[src/rtl/i2c_codec_target_if.sv]
// rtl/i2c_codec_target_if.sv - I2C pins, register write strobe and read port of the codec target
//
// Purpose: bundles the bus pins and datapath-facing signals of i2c_codec_target.
// Ports (slave view, as seen by the target):
//   scl_in, sda_in  in   raw I2C lines (asynchronous)
//   sda_oe          out  1 = pull SDA low
//   wr_valid        out  one-cycle pulse per committed register write
//   wr_addr/wr_data out  register address / 9-bit data of the last write
//   rd_addr         in   register-file read address
//   rd_data         out  regs[rd_addr], combinational
//   busy            out  high between START and STOP
//   addr_err        out  pulses with wr_valid when the register address is out of range
interface i2c_codec_target_if #(
   parameter int AW = 4
);
   logic          scl_in;
   logic          sda_in;
   logic          sda_oe;
   logic          wr_valid;
   logic [6:0]    wr_addr;
   logic [8:0]    wr_data;
   logic [AW-1:0] rd_addr;
   logic [8:0]    rd_data;
   logic          busy;
   logic          addr_err;

   modport slave (
      input  scl_in, sda_in, rd_addr,
      output sda_oe, wr_valid, wr_addr, wr_data, rd_data, busy, addr_err
   );

   modport master (
      output scl_in, sda_in, rd_addr,
      input  sda_oe, wr_valid, wr_addr, wr_data, rd_data, busy, addr_err
   );
endinterface

[src/rtl/i2c_codec_target.sv]
// rtl/i2c_codec_target.sv - write-only I2C target with a WM8731-style 9-bit register file
//
// Purpose: accepts START, addr+W, {reg[6:0],d[8]}, d[7:0], STOP frames and
// writes the 9-bit value into a small register file.
// Ports:
//   clk    in  system clock (>= 8x SCL rate)
//   reset  in  synchronous, active-high
//   bus    slave modport of i2c_codec_target_if (I2C pins, write strobe, read port)
module i2c_codec_target #(
   parameter logic [6:0] DEV_ADDR    = 7'h1A,
   parameter int         NUM_REGS    = 16,
   parameter logic [6:0] RESET_REG   = 7'h0F,
   parameter int         SYNC_STAGES = 2
) (
   input logic               clk,
   input logic               reset,
   i2c_codec_target_if.slave bus
);
   localparam int AW = $clog2(NUM_REGS);

   typedef enum logic [3:0] {
      IDLE, ADDR, ACK_A, BYTE1, ACK_1, BYTE2, ACK_2, DONE, IGNORE
   } state_t;

   logic [SYNC_STAGES-1:0] scl_sync, sda_sync;
   logic                   scl_prev, sda_prev;
   logic                   scl_s, sda_s;
   logic                   scl_rise, scl_fall, start_det, stop_det;

   state_t     state, state_n;
   logic [2:0] bit_cnt, bit_cnt_n;
   logic [7:0] shift, shift_n, byte1, byte1_n, byte_n;
   logic       sda_oe, sda_oe_n, busy, busy_n;
   logic       commit, commit_n;
   logic       byte_done, in_data_state;

   logic       wr_valid, addr_err;
   logic [6:0] wr_addr;
   logic [8:0] wr_data;
   logic [8:0] regs [NUM_REGS];

   // Synchronisers reset to 1 so an idle bus is not mistaken for an edge.
   always_ff @(posedge clk) begin
      if (reset) begin
         scl_sync <= '1;
         sda_sync <= '1;
         scl_prev <= 1'b1;
         sda_prev <= 1'b1;
      end else begin
         scl_sync <= {scl_sync[SYNC_STAGES-2:0], bus.scl_in};
         sda_sync <= {sda_sync[SYNC_STAGES-2:0], bus.sda_in};
         scl_prev <= scl_s;
         sda_prev <= sda_s;
      end
   end

   assign scl_s     = scl_sync[SYNC_STAGES-1];
   assign sda_s     = sda_sync[SYNC_STAGES-1];
   assign scl_rise  = scl_s & ~scl_prev;
   assign scl_fall  = ~scl_s & scl_prev;
   assign start_det = scl_s & sda_prev & ~sda_s;
   assign stop_det  = scl_s & ~sda_prev & sda_s;

   assign byte_n        = {shift[6:0], sda_s};
   assign byte_done     = scl_rise && (bit_cnt == 3'd7);
   assign in_data_state = (state == ADDR) || (state == BYTE1) || (state == BYTE2);

   always_ff @(posedge clk) begin
      if (reset) begin
         state   <= IDLE;
         bit_cnt <= 3'd0;
         shift   <= 8'h00;
         byte1   <= 8'h00;
         sda_oe  <= 1'b0;
         busy    <= 1'b0;
         commit  <= 1'b0;
      end else begin
         state   <= state_n;
         bit_cnt <= bit_cnt_n;
         shift   <= shift_n;
         byte1   <= byte1_n;
         sda_oe  <= sda_oe_n;
         busy    <= busy_n;
         commit  <= commit_n;
      end
   end

   always_comb begin
      state_n   = state;
      bit_cnt_n = bit_cnt;
      shift_n   = shift;
      byte1_n   = byte1;
      sda_oe_n  = sda_oe;
      busy_n    = busy;
      commit_n  = 1'b0;
      if (start_det) begin
         state_n   = ADDR;
         bit_cnt_n = 3'd0;
         sda_oe_n  = 1'b0;
         busy_n    = 1'b1;
      end else if (stop_det) begin
         state_n   = IDLE;
         bit_cnt_n = 3'd0;
         sda_oe_n  = 1'b0;
         busy_n    = 1'b0;
      end else begin
         // The 3-bit counter wraps to 0 after the 8th bit, ready for the next byte.
         if (scl_rise && in_data_state) begin
            shift_n   = byte_n;
            bit_cnt_n = bit_cnt + 3'd1;
         end
         case (state)
            ADDR: begin
               if (byte_done) begin
                  state_n = (byte_n[7:1] == DEV_ADDR && !byte_n[0]) ? ACK_A : IGNORE;
               end
            end
            BYTE1: begin
               if (byte_done) begin
                  byte1_n = byte_n;
                  state_n = ACK_1;
               end
            end
            BYTE2: begin
               if (byte_done) begin
                  commit_n = 1'b1;
                  state_n  = ACK_2;
               end
            end
            // ACK: the first scl fall (end of bit 8) pulls SDA, the next fall releases it.
            ACK_A: begin
               if (scl_fall) begin
                  sda_oe_n = ~sda_oe;
                  if (sda_oe) state_n = BYTE1;
               end
            end
            ACK_1: begin
               if (scl_fall) begin
                  sda_oe_n = ~sda_oe;
                  if (sda_oe) state_n = BYTE2;
               end
            end
            ACK_2: begin
               if (scl_fall) begin
                  sda_oe_n = ~sda_oe;
                  if (sda_oe) state_n = DONE;
               end
            end
            default: ;
         endcase
      end
   end

   // shift still holds byte2 here: no scl rise can occur one clk after the commit.
   always_ff @(posedge clk) begin
      if (reset) begin
         wr_valid <= 1'b0;
         wr_addr  <= 7'h00;
         wr_data  <= 9'h000;
         addr_err <= 1'b0;
      end else begin
         wr_valid <= commit;
         addr_err <= 1'b0;
         if (commit) begin
            wr_addr  <= byte1[7:1];
            wr_data  <= {byte1[0], shift};
            addr_err <= (byte1[7:1] != RESET_REG) && (byte1[7:1] >= 7'(NUM_REGS));
         end
      end
   end

   always_ff @(posedge clk) begin
      if (reset) begin
         for (int i = 0; i < NUM_REGS; i++) regs[i] <= 9'h000;
      end else if (wr_valid) begin
         if (wr_addr == RESET_REG) begin
            for (int i = 0; i < NUM_REGS; i++) regs[i] <= 9'h000;
         end else if (wr_addr < 7'(NUM_REGS)) begin
            regs[wr_addr[AW-1:0]] <= wr_data;
         end
      end
   end

   assign bus.sda_oe   = sda_oe;
   assign bus.busy     = busy;
   assign bus.wr_valid = wr_valid;
   assign bus.wr_addr  = wr_addr;
   assign bus.wr_data  = wr_data;
   assign bus.addr_err = addr_err;
   assign bus.rd_data  = regs[bus.rd_addr];
endmodule

[src/flat_wrapper.sv]
// flat-port wrapper written by rule: the top's interface ports become plain ports
module i2c_codec_target_flat 
#(
   parameter logic [6:0] DEV_ADDR    = 7'h1A,
   parameter int         NUM_REGS    = 16,
   parameter logic [6:0] RESET_REG   = 7'h0F,
   parameter int         SYNC_STAGES = 2
)
  (clk, reset, bus_scl_in, bus_sda_in, bus_rd_addr, bus_sda_oe, bus_wr_valid, bus_wr_addr, bus_wr_data, bus_rd_data, bus_busy, bus_addr_err);
  i2c_codec_target_if #(.AW(4)) bus_i ();
  input logic clk;
  input logic reset;
  input wire logic [$bits(bus_i.scl_in)-1:0] bus_scl_in;
  input wire logic [$bits(bus_i.sda_in)-1:0] bus_sda_in;
  input wire logic [$bits(bus_i.rd_addr)-1:0] bus_rd_addr;
  output wire logic [$bits(bus_i.sda_oe)-1:0] bus_sda_oe;
  output wire logic [$bits(bus_i.wr_valid)-1:0] bus_wr_valid;
  output wire logic [$bits(bus_i.wr_addr)-1:0] bus_wr_addr;
  output wire logic [$bits(bus_i.wr_data)-1:0] bus_wr_data;
  output wire logic [$bits(bus_i.rd_data)-1:0] bus_rd_data;
  output wire logic [$bits(bus_i.busy)-1:0] bus_busy;
  output wire logic [$bits(bus_i.addr_err)-1:0] bus_addr_err;
  assign bus_i.scl_in = bus_scl_in;
  assign bus_i.sda_in = bus_sda_in;
  assign bus_i.rd_addr = bus_rd_addr;
  assign bus_sda_oe = bus_i.sda_oe;
  assign bus_wr_valid = bus_i.wr_valid;
  assign bus_wr_addr = bus_i.wr_addr;
  assign bus_wr_data = bus_i.wr_data;
  assign bus_rd_data = bus_i.rd_data;
  assign bus_busy = bus_i.busy;
  assign bus_addr_err = bus_i.addr_err;
  i2c_codec_target #(.DEV_ADDR(DEV_ADDR), .NUM_REGS(NUM_REGS), .RESET_REG(RESET_REG), .SYNC_STAGES(SYNC_STAGES)) u_core (.clk(clk), .reset(reset), .bus(bus_i));
endmodule
[config.mk]
export PLATFORM = sky130hd
export DESIGN_NAME = i2c_codec_target_flat
export DESIGN_NICKNAME = d
export VERILOG_FILES = /design/src/rtl/i2c_codec_target_if.sv /design/src/rtl/i2c_codec_target.sv /design/src/flat_wrapper.sv
export SDC_FILE = /design/constraint.sdc
export NUM_CORES = 1
export LEC_CHECK = 0
export ABC_AREA = 0
export CAP_MARGIN = 20
export CORE_MARGIN = 2
export CORE_UTILIZATION = 44
export CTS_CLUSTER_DIAMETER = 40
export CTS_CLUSTER_SIZE = 14
export DETAILED_ROUTE_END_ITERATION = 10
export HOLD_SLACK_MARGIN = 0.12
export PLACE_DENSITY_LB_ADDON = 0.15
export SKIP_LAST_GASP = 1
export SYNTH_ARGS = -nofsm -noshare
export SYNTH_HDL_FRONTEND = slang
export SYNTH_SLANG_ARGS = --single-unit
[constraint.sdc]
create_clock -name clk -period 6.17 [get_ports clk]
set_input_delay 1.234 -clock clk [delete_from_list [all_inputs] [get_ports clk]]
set_output_delay 1.234 -clock clk [all_outputs]
set_load 0.005 [all_outputs]
======== Yosys cells after proc, flatten, opt, wreduce, memory -nomap -nowiden ========
Memories as Yosys holds them, arrays and structs flattened.
Index checks and enable logic that the tools add are counted.
storage, ports and cells
  output and inout port bits .............. 29
  bits of input ports ..................... 8
  bits in registers ....................... 50
  memories ................................ 1
  memory bits (writable) .................. 144
operators by class
  eq/ne operators ......................... 28
  reductions and logical operators ........ 20
  $lt $le $gt $ge ......................... 2
  multiplexer cells ....................... 46
  $add $sub $neg .......................... 1
  bitwise gates (word level) .............. 31
memory list
  name         words  bits a word  rd ports  clocked after memory_dff  write ports  line                    text
  u_core.regs  16     9            1         0                         16           i2c_codec_target.sv:40  logic [8:0] regs [NUM_REGS];
operator list
  operator                                                                 number
  9-bit two-way mux                                                        17
  4-bit two-way mux                                                        11
  4-bit by 1-bit inequality test with 1-bit output, second input constant  9
  4-bit case mux with 6 select lines                                       1
  10-bit AND reduction                                                     2
  2-bit by 1-bit inequality test with 1-bit output, second input constant  9
  1-bit two-way mux                                                        17
  1-bit bitwise OR                                                         16
  4-bit by 3-bit == test with 1-bit output, second input constant          3
  1-bit NOT                                                                9
  9-bit OR reduction                                                       1
  4-bit by 2-bit == test with 1-bit output, second input constant          2
  8-bit nonzero test                                                       1
  7-bit by 4-bit == test with 1-bit output, second input constant          1
  7-bit by 5-bit == test with 1-bit output, second input constant          1
  7-bit by 5-bit >= comparator with 1-bit output, second input constant    1
  7-bit by 5-bit < comparator with 1-bit output, second input constant     1
  7-bit by 4-bit inequality test with 1-bit output, second input constant  1
  1-bit bitwise AND                                                        6
  6-bit nonzero test                                                       1
  3-bit OR reduction                                                       2
  4-bit by 1-bit == test with 1-bit output, second input constant          1
  1-bit logical AND                                                        4
  4-bit AND reduction                                                      1
  other kinds (9)                                                          10

======== Logic depth before layout (Yosys ltp) ========
Gate-level depths: netlist of the first run.
  word-level depth ........................ 8
  mapped depth ............................ 6
  depth with buffers taken out ............ 5

======== Least setup slack after synthesis of the first run ========
Ideal clock, no wire load.
  path kind ............................... input to output
  start point ............................. input port bus_rd_addr[0]
  end point ............................... output port bus_rd_data[5]
  data arrival time ....................... 2.555 ns
  stages .................................. 5
  path slack .............................. 2.381 ns
  path through ............................ buf_2 buf_2 mux4_2 a22oi_1 nand2_1
between the ends
  cells in the longest elaborated chain, start to end .. 1
ends and longest elaborated chain
  what                    line                text
  start: declaration      flat_wrapper.sv:15  input wire logic [$bits(bus_i.rd_addr)-1:0] bus_rd_addr;
  memory read 16 x 9 bit  n/a
  end: declaration        flat_wrapper.sv:20  output wire logic [$bits(bus_i.rd_data)-1:0] bus_rd_data;
Every way passes these cells.

======== Worst setup path after layout of the first run ========
  start point ............................. input port bus_rd_addr[1]
  end point ............................... output port bus_rd_data[4]
Same word-level chain as after synthesis.

==> results of run 1 <==
-- layout make-up --
| type | instances | share of cell area [%] |
|---|---|---|
| flip-flops and latches | 194 | 54.9 |
| multi-input cells | 377 | 31.1 |
| repair buffers | 48 | 4.57 |
| clock buffers | 17 | 4.39 |
| well taps | 260 | 3.35 |
| clock inverters | 15 | 1.50 |
| inverters | 5 | 0.194 |
-- stage by stage --
stage / utilization [%] / instance area [um^2] / setup WS [ns] / total power, mW
after floorplan: - / 8510 / 2.38 / 1.58
after global placement: 48.4 / 9120 / 1.53 / 1.63
after global routing: 51.5 / 9700 / 1.39 / 2.76
after detailed placement: 48.4 / 9120 / 1.54 / 1.64
final: 51.5 / 9700 / 1.57 / 2.67
after CTS: 51.5 / 9690 / 1.54 / 2.69
-- how the worst max path moves through the flow --
stage / startpoint / endpoint / slack, ns / cells past startpoint
global placement: bus_rd_addr[1] / bus_rd_data[4] / 1.53 / 6
CTS: bus_rd_addr[1] / bus_rd_data[4] / 1.54 / 6
finish: bus_rd_addr[1] / bus_rd_data[4] / 1.57 / 6
detailed placement: bus_rd_addr[1] / bus_rd_data[4] / 1.54 / 6
floorplan: bus_rd_addr[0] / bus_rd_data[5] / 2.38 / 5
global route: bus_rd_addr[1] / bus_rd_data[4] / 1.39 / 6
-- per-layer routing --
layer	track usage (%)	share of wire [%]	wire, um	vias to the layer above
li1	-	-	-	2287
met4	6.10	1.7	310	0
met5	0	0	0	-
met2	29.8	47	8530	119
met3	3.62	3.8	685	28
met1	26.6	47	8500	2458
-- registers in the layout, indices dropped and copies added (netlist names), 2 cells and up --
register,count
u_core.bus.wr_addr,7
u_core.state,4
u_core.scl_sync,2
u_core.bit_cnt,3
u_core.sda_sync,2
u_core.shift,8
u_core.regs,144
u_core.byte1,8
u_core.bus.wr_data,9
-- power by group --
part           internal, mW  switching [mW]  leakage, nW
logic                0.0690          0.0742         1.31
clock network         0.538           0.525        0.284
registers              1.45          0.0162         1.77
-- layout by cell type, fill, tap and decap left out, drive strengths merged, types with 2 or more instances in the layout --
cell type,Yosys,layout
edfxtp,144,144
and2,136,136
dfxtp,50,50
nor2,47,47
mux4,36,36
clkdlybuf4s50,0,35
mux2i,32,32
a22oi,18,18
nand2,18,18
clkbuf,29,18
inv,5,15
buf,8,12
nand2b,9,9
conb,1,9
o21ai,9,9
a21oi,7,7
nand3,6,6
nor2b,5,5
or2,5,5
clkinv,0,5
nor3,4,4
o31a,2,2
nor4b,2,2
nand4,2,2
and3b,2,2
xnor2,2,2
nor4bb,2,2
o21ba,2,2
and3,2,2
ha,2,2
nor3b,2,2
-- worst register-to-register path, delay by kind of cell, from the launching register on --
| family | cells | cell delay [ns] |
|---|---|---|
| simple gates | 4 | 2.11 |
| flops | 1 | 0.36 |
-- cell families after synthesis --
kind of cell	count (synthesis)	synth area share, %
other	1	0.0442
flip-flops	194	62.8
AND/OR/NAND/NOR	249	17.4
adder cells (fa/ha/maj)	2	0.295
multiplexers	68	13.3
XOR/XNOR	3	0.310
AO/OA/AOI/OAI	46	3.85
buffers and inverters	42	2.02
==> results.yml, run 1 <==
clock_tree:
  clkTransAtPathRegs_ns: 0.08
  hold_buffers: 0
  post_cts_resized: 0
  clock_latency_ns: 0.44
  cts_root_buf: "clkbuf_16"
  numCtsBuffers: 17
  htree_levels: 4
  post_cts_buffers: 0
  clockBufferDepth: 2
  cts_sinks: 194
  cts_tree: "built"
job:
  drv_cap: 0
die:
  die_w_um: 143
  ios: 37
  num_rows: 50
  start_util_pct: 45.0
  die_h_um: 143
  die_area_um2: 20400
  core_um2: 18800
worst_setup_path:
  crit_path_frequent_cell: "clkdlybuf4s50_1"
  crit_type: "in -> out"
  ff2ff_path_depth: 4
  crit_family: "buffers and inverters"
  cp.arrival_ns: 3.37
  reg2reg_from: "u_core.bus.wr_addr[6]"
  reg2reg_setup_slack_ns: 3.34
  r2r-end: "u_core.regs[12][8]"
  critPathMaxStageDelay_ns: 0.47
  cp_data_required_time_ns: 4.94
  start_kind: "input port"
  cp_cell_sequence: "clkdlybuf4s50_1 > buf_4 > mux4_2 > a22oi_1 > nand2_1 > clkdlybuf4s50_1"
  crit_path_end_kind: "output port"
  slowest_stage: "clkdlybuf4s50_1"
  worstPathMaxFanout: 36
  crit_buf_inv: 3
yosys:
  synth_cells: 605
  seq_area_frac_synth_pct: 62.8
  yosysUniqueCellTypes: 52
  syn_area_um2: 8480
  synth_edf_count: 144
  synth_top_area_cell: "edfxtp_1"
  ys_warn_count: 0
  async_reset_ff_share_pct: 0
  synth_top_area_share_pct: 51.0
  synth_ff_type: "edfxtp_1"
  synth_seq_cells: 194
  ys_top_cells_by_count: "edfxtp_1, and2_1, dfxtp_1"
  synth_most_common_cell: "edfxtp_1"
  post_synth_main_area_contributors: "edfxtp_1, dfxtp_1, and2_1"
  avgSynthCellArea_um2: 14.0
cells_and_area:
  nNetsFinal: 653
  fill_cells: 1615
  final_cells: 916
  multi_input_area_um2: 3010
  regArea_um2: 5330
  syn_to_final_growth_pct: 14.3
  insertedDiodeCount: 0
  final_layout_size_suffix_gt1_share_pct: 14.9
sta:
  relSlewSlack_pct: 29.2
  max_slew.worst_pin.slew_ns: 1.05
  rsz0062_at_grt: "no"
  maxSlewViolCount: 0
  layout_min_cycle_time_ns: 4.60
  finalCritPeriodShare_pct: 74.6
  holdWs_ns: 0.411
  skew_ns: 0.00724
  finalSetupTns_ns: 0
  hold_viol_final: 0
  fmax_mhz: 217
  setup_viol: 0
placement:
  post-dp-hpwl_um: 11900
  placedCellCount: 883
  portBuffers: 36
  gp_congestion: 0.783
detailed_routing:
  dr.pass1.iters: 5
  wire_per_inst_um: 19.7
  vias: 4892
  via_per_inst: 5.34
  drtAntennaViolNets: 0
  routed_wirelength_um: 18000
  drc: 0
  drtIter0Drc: 286
grt:
  track_usage_pct: 18.9
  grt_max_degree: 45
  grt_pass1_vias: 4936
  grt_antenna_before_repair: 0
  grt_pass1_wl_um: 28100
  grt-ovfl-total: 0
pwr:
  power_per_cell_area_nw_per_um2: 275
  ir_worst_vdd_uv: 179
  leakage_nw: 3.37
min_path:
  hold_class: "reg -> reg"
  whs_path_depth: 1
  hold_start: "u_core.scl_sync[0]"
  min_to: "u_core.scl_sync[1]"
run_status:
  outcome: "completed"
(Power assumes the default switching activity.)
==> inputs of run 2 (changes only) <==
==> constraint.sdc (replaced) <==
create_clock -name clk -period 4.5 [get_ports clk]
set_input_delay 0.9 -clock clk [delete_from_list [all_inputs] [get_ports clk]]
set_output_delay 0.9 -clock clk [all_outputs]
set_load 0.005 [all_outputs]
==> run 2 against run 1 <==
- first-iteration DRC count grew 19%
- critical endpoint is now bus_rd_data[7]
- highest routed layer unchanged
- clock skew grew 0.012 ns
- die area is the same
==> results.yml, run 2 (synthesis gave the netlist of run 1 again) <==
sta:
  maxSlewViolCount: 0
  finalCritPeriodShare_pct: 83.8
  holdWs_ns: 0.413
  hold_viol_final: 0
  finalSetupTns_ns: 0
  max_slew.worst_pin.slew_ns: 0.967
  rsz0062_at_grt: "no"
  fmax_mhz: 265
  layout_min_cycle_time_ns: 3.77
  setup_viol: 0
  skew_ns: 0.0190
  relSlewSlack_pct: 35.4
cells_and_area:
  insertedDiodeCount: 0
  reg_top3: "u_core.regs (144), u_core.bus.wr_data (9)"
  syn_to_final_growth_pct: 15.5
  regMostFlops: "u_core.regs"
  nNetsFinal: 660
  mostFrequentLayoutCell: "edfxtp_1"
  most-common-layout-cells: "edfxtp_1, and2_1, dfxtp_1, nor2_1, mux4_2"
  largest_register_ffs: 144
  final_layout_size_suffix_gt1_share_pct: 15.8
  fill_cells: 1573
  regArea_um2: 5330
  final_cell_area_um2: 9790
  multi_input_area_um2: 3010
detailed_routing:
  drc: 0
  vias: 4872
  via_per_inst: 5.28
  drtIter0Drc: 340
  dr.pass1.iters: 5
  routed_wirelength_um: 18500
  wire_per_inst_um: 20.0
  drtAntennaViolNets: 0
worst_setup_path:
  critPathMaxStageDelay_ns: 0.51
  cp_data_required_time_ns: 3.60
  crit_type: "in -> out"
  crit_path_end_kind: "output port"
  cp_cell_sequence: "clkdlybuf4s50_1 > buf_12 > mux4_2 > a22oi_1 > nand2_1 > clkdlybuf4s50_1"
  cp.arrival_ns: 2.87
  start_kind: "input port"
  crit_buf_inv: 3
  crit_path_frequent_cell: "clkdlybuf4s50_1"
  slowest_stage: "clkdlybuf4s50_1"
  crit_family: "buffers and inverters"
  worstPathMaxFanout: 36
clock_tree:
  clock_latency_ns: 0.44
  post_cts_buffers: 0
  cts_tree: "built"
  hold_buffers: 0
  clockBufferDepth: 2
  numCtsBuffers: 17
  htree_levels: 4
  clkTransAtPathRegs_ns: 0.08
  post_cts_resized: 0
  cts_root_buf: "clkbuf_16"
  cts_sinks: 194
pwr:
  switching_share_pct: 22.6
  power_frac_seq_pct: 53.9
  power_per_cell_area_nw_per_um2: 380
  leakage_nw: 3.42
  intPower_mw: 2.88
  ir_worst_vdd_uv: 240
  pwr-share-comb_pct: 5.5
  power_frac_clock_pct: 40.6
  switching_power_mw: 0.841
  finalPower_mw: 3.72
die:
  core_um2: 18800
  die_area_um2: 20400
  die_h_um: 143
  ios: 37
  start_util_pct: 45.0
  die_w_um: 143
  num_rows: 50
grt:
  grt_pass1_wl_um: 29200
  track_usage_pct: 19.6
  grt_max_degree: 40
  grt_antenna_before_repair: 0
  grt-ovfl-total: 0
  grt_pass1_vias: 4941
placement:
  gp_congestion: 0.805
  placed_cell_area_um2: 9200
  post-dp-hpwl_um: 12000
  portBuffers: 36
run_status:
  outcome: "completed"
job:
  drv_cap: 0
min_path:
  hold_class: "reg -> reg"
[run 2: changes by cell type in the layout (fill, tap and decap cells not counted)]
cell       change
clkinv_8       -1
inv_8          +2
buf_4          +5
buf_12         +2
bufinv_16      +1
o21ai_1        -3
inv_6          -2
o21ai_0        +3
[run 2: path summary, 6_finish.rpt]
path	start	endpoint	slack, ns	cells past startpoint
setup / recovery	bus_rd_addr[1]	bus_rd_data[7]	0.73	6
hold / removal	u_core.scl_sync[0]	u_core.scl_sync[1]	0.41	1
setup reg to reg	u_core.bus.wr_addr[6]	u_core.regs[12][3]	1.83	5
hold reg to reg	u_core.scl_sync[0]	u_core.scl_sync[1]	0.41	1
[run 2: final cells by class]
cell class / count / area share [%]
clock inverter: 15 / 1.67
sequential: 194 / 54.4
inverter: 5 / 0.192
clock buffer: 17 / 4.34
multi-input combinational: 377 / 30.8
timing repair buffer: 55 / 5.31
tap: 260 / 3.32
[run 2: per-layer routing]
metal	GRT usage (%)	wire (um)	vias up
met3	3.79	852	17
met1	28.3	8800	2443
met2	30.5	8630	118
met5	0	0	-
met4	5.84	195	0
li1	-	-	2294
[run 2: power groups by stage]
stage          Clock [mW]  Sequential (mW)  Combinational, mW
2_1_floorplan           0             2.03              0.126
3_3_place_gp            0             2.04              0.206
3_5_place_dp            0             2.05              0.208
4_1_cts              1.54             2.00              0.208
5_1_grt              1.60             2.01              0.223
6_report             1.51             2.00              0.205
[run 2: per-stage QoR]
step | utilization, % | instances | worst slack [ns]
3_5_place_dp | 48.9 | 890 | 0.672
5_1_grt | 52.0 | 923 | 0.642
4_1_cts | 52.0 | 922 | 0.672
6_report | 52.0 | 923 | 0.728
3_3_place_gp | 48.9 | 890 | 0.670
2_1_floorplan | - | 613 | 1.38
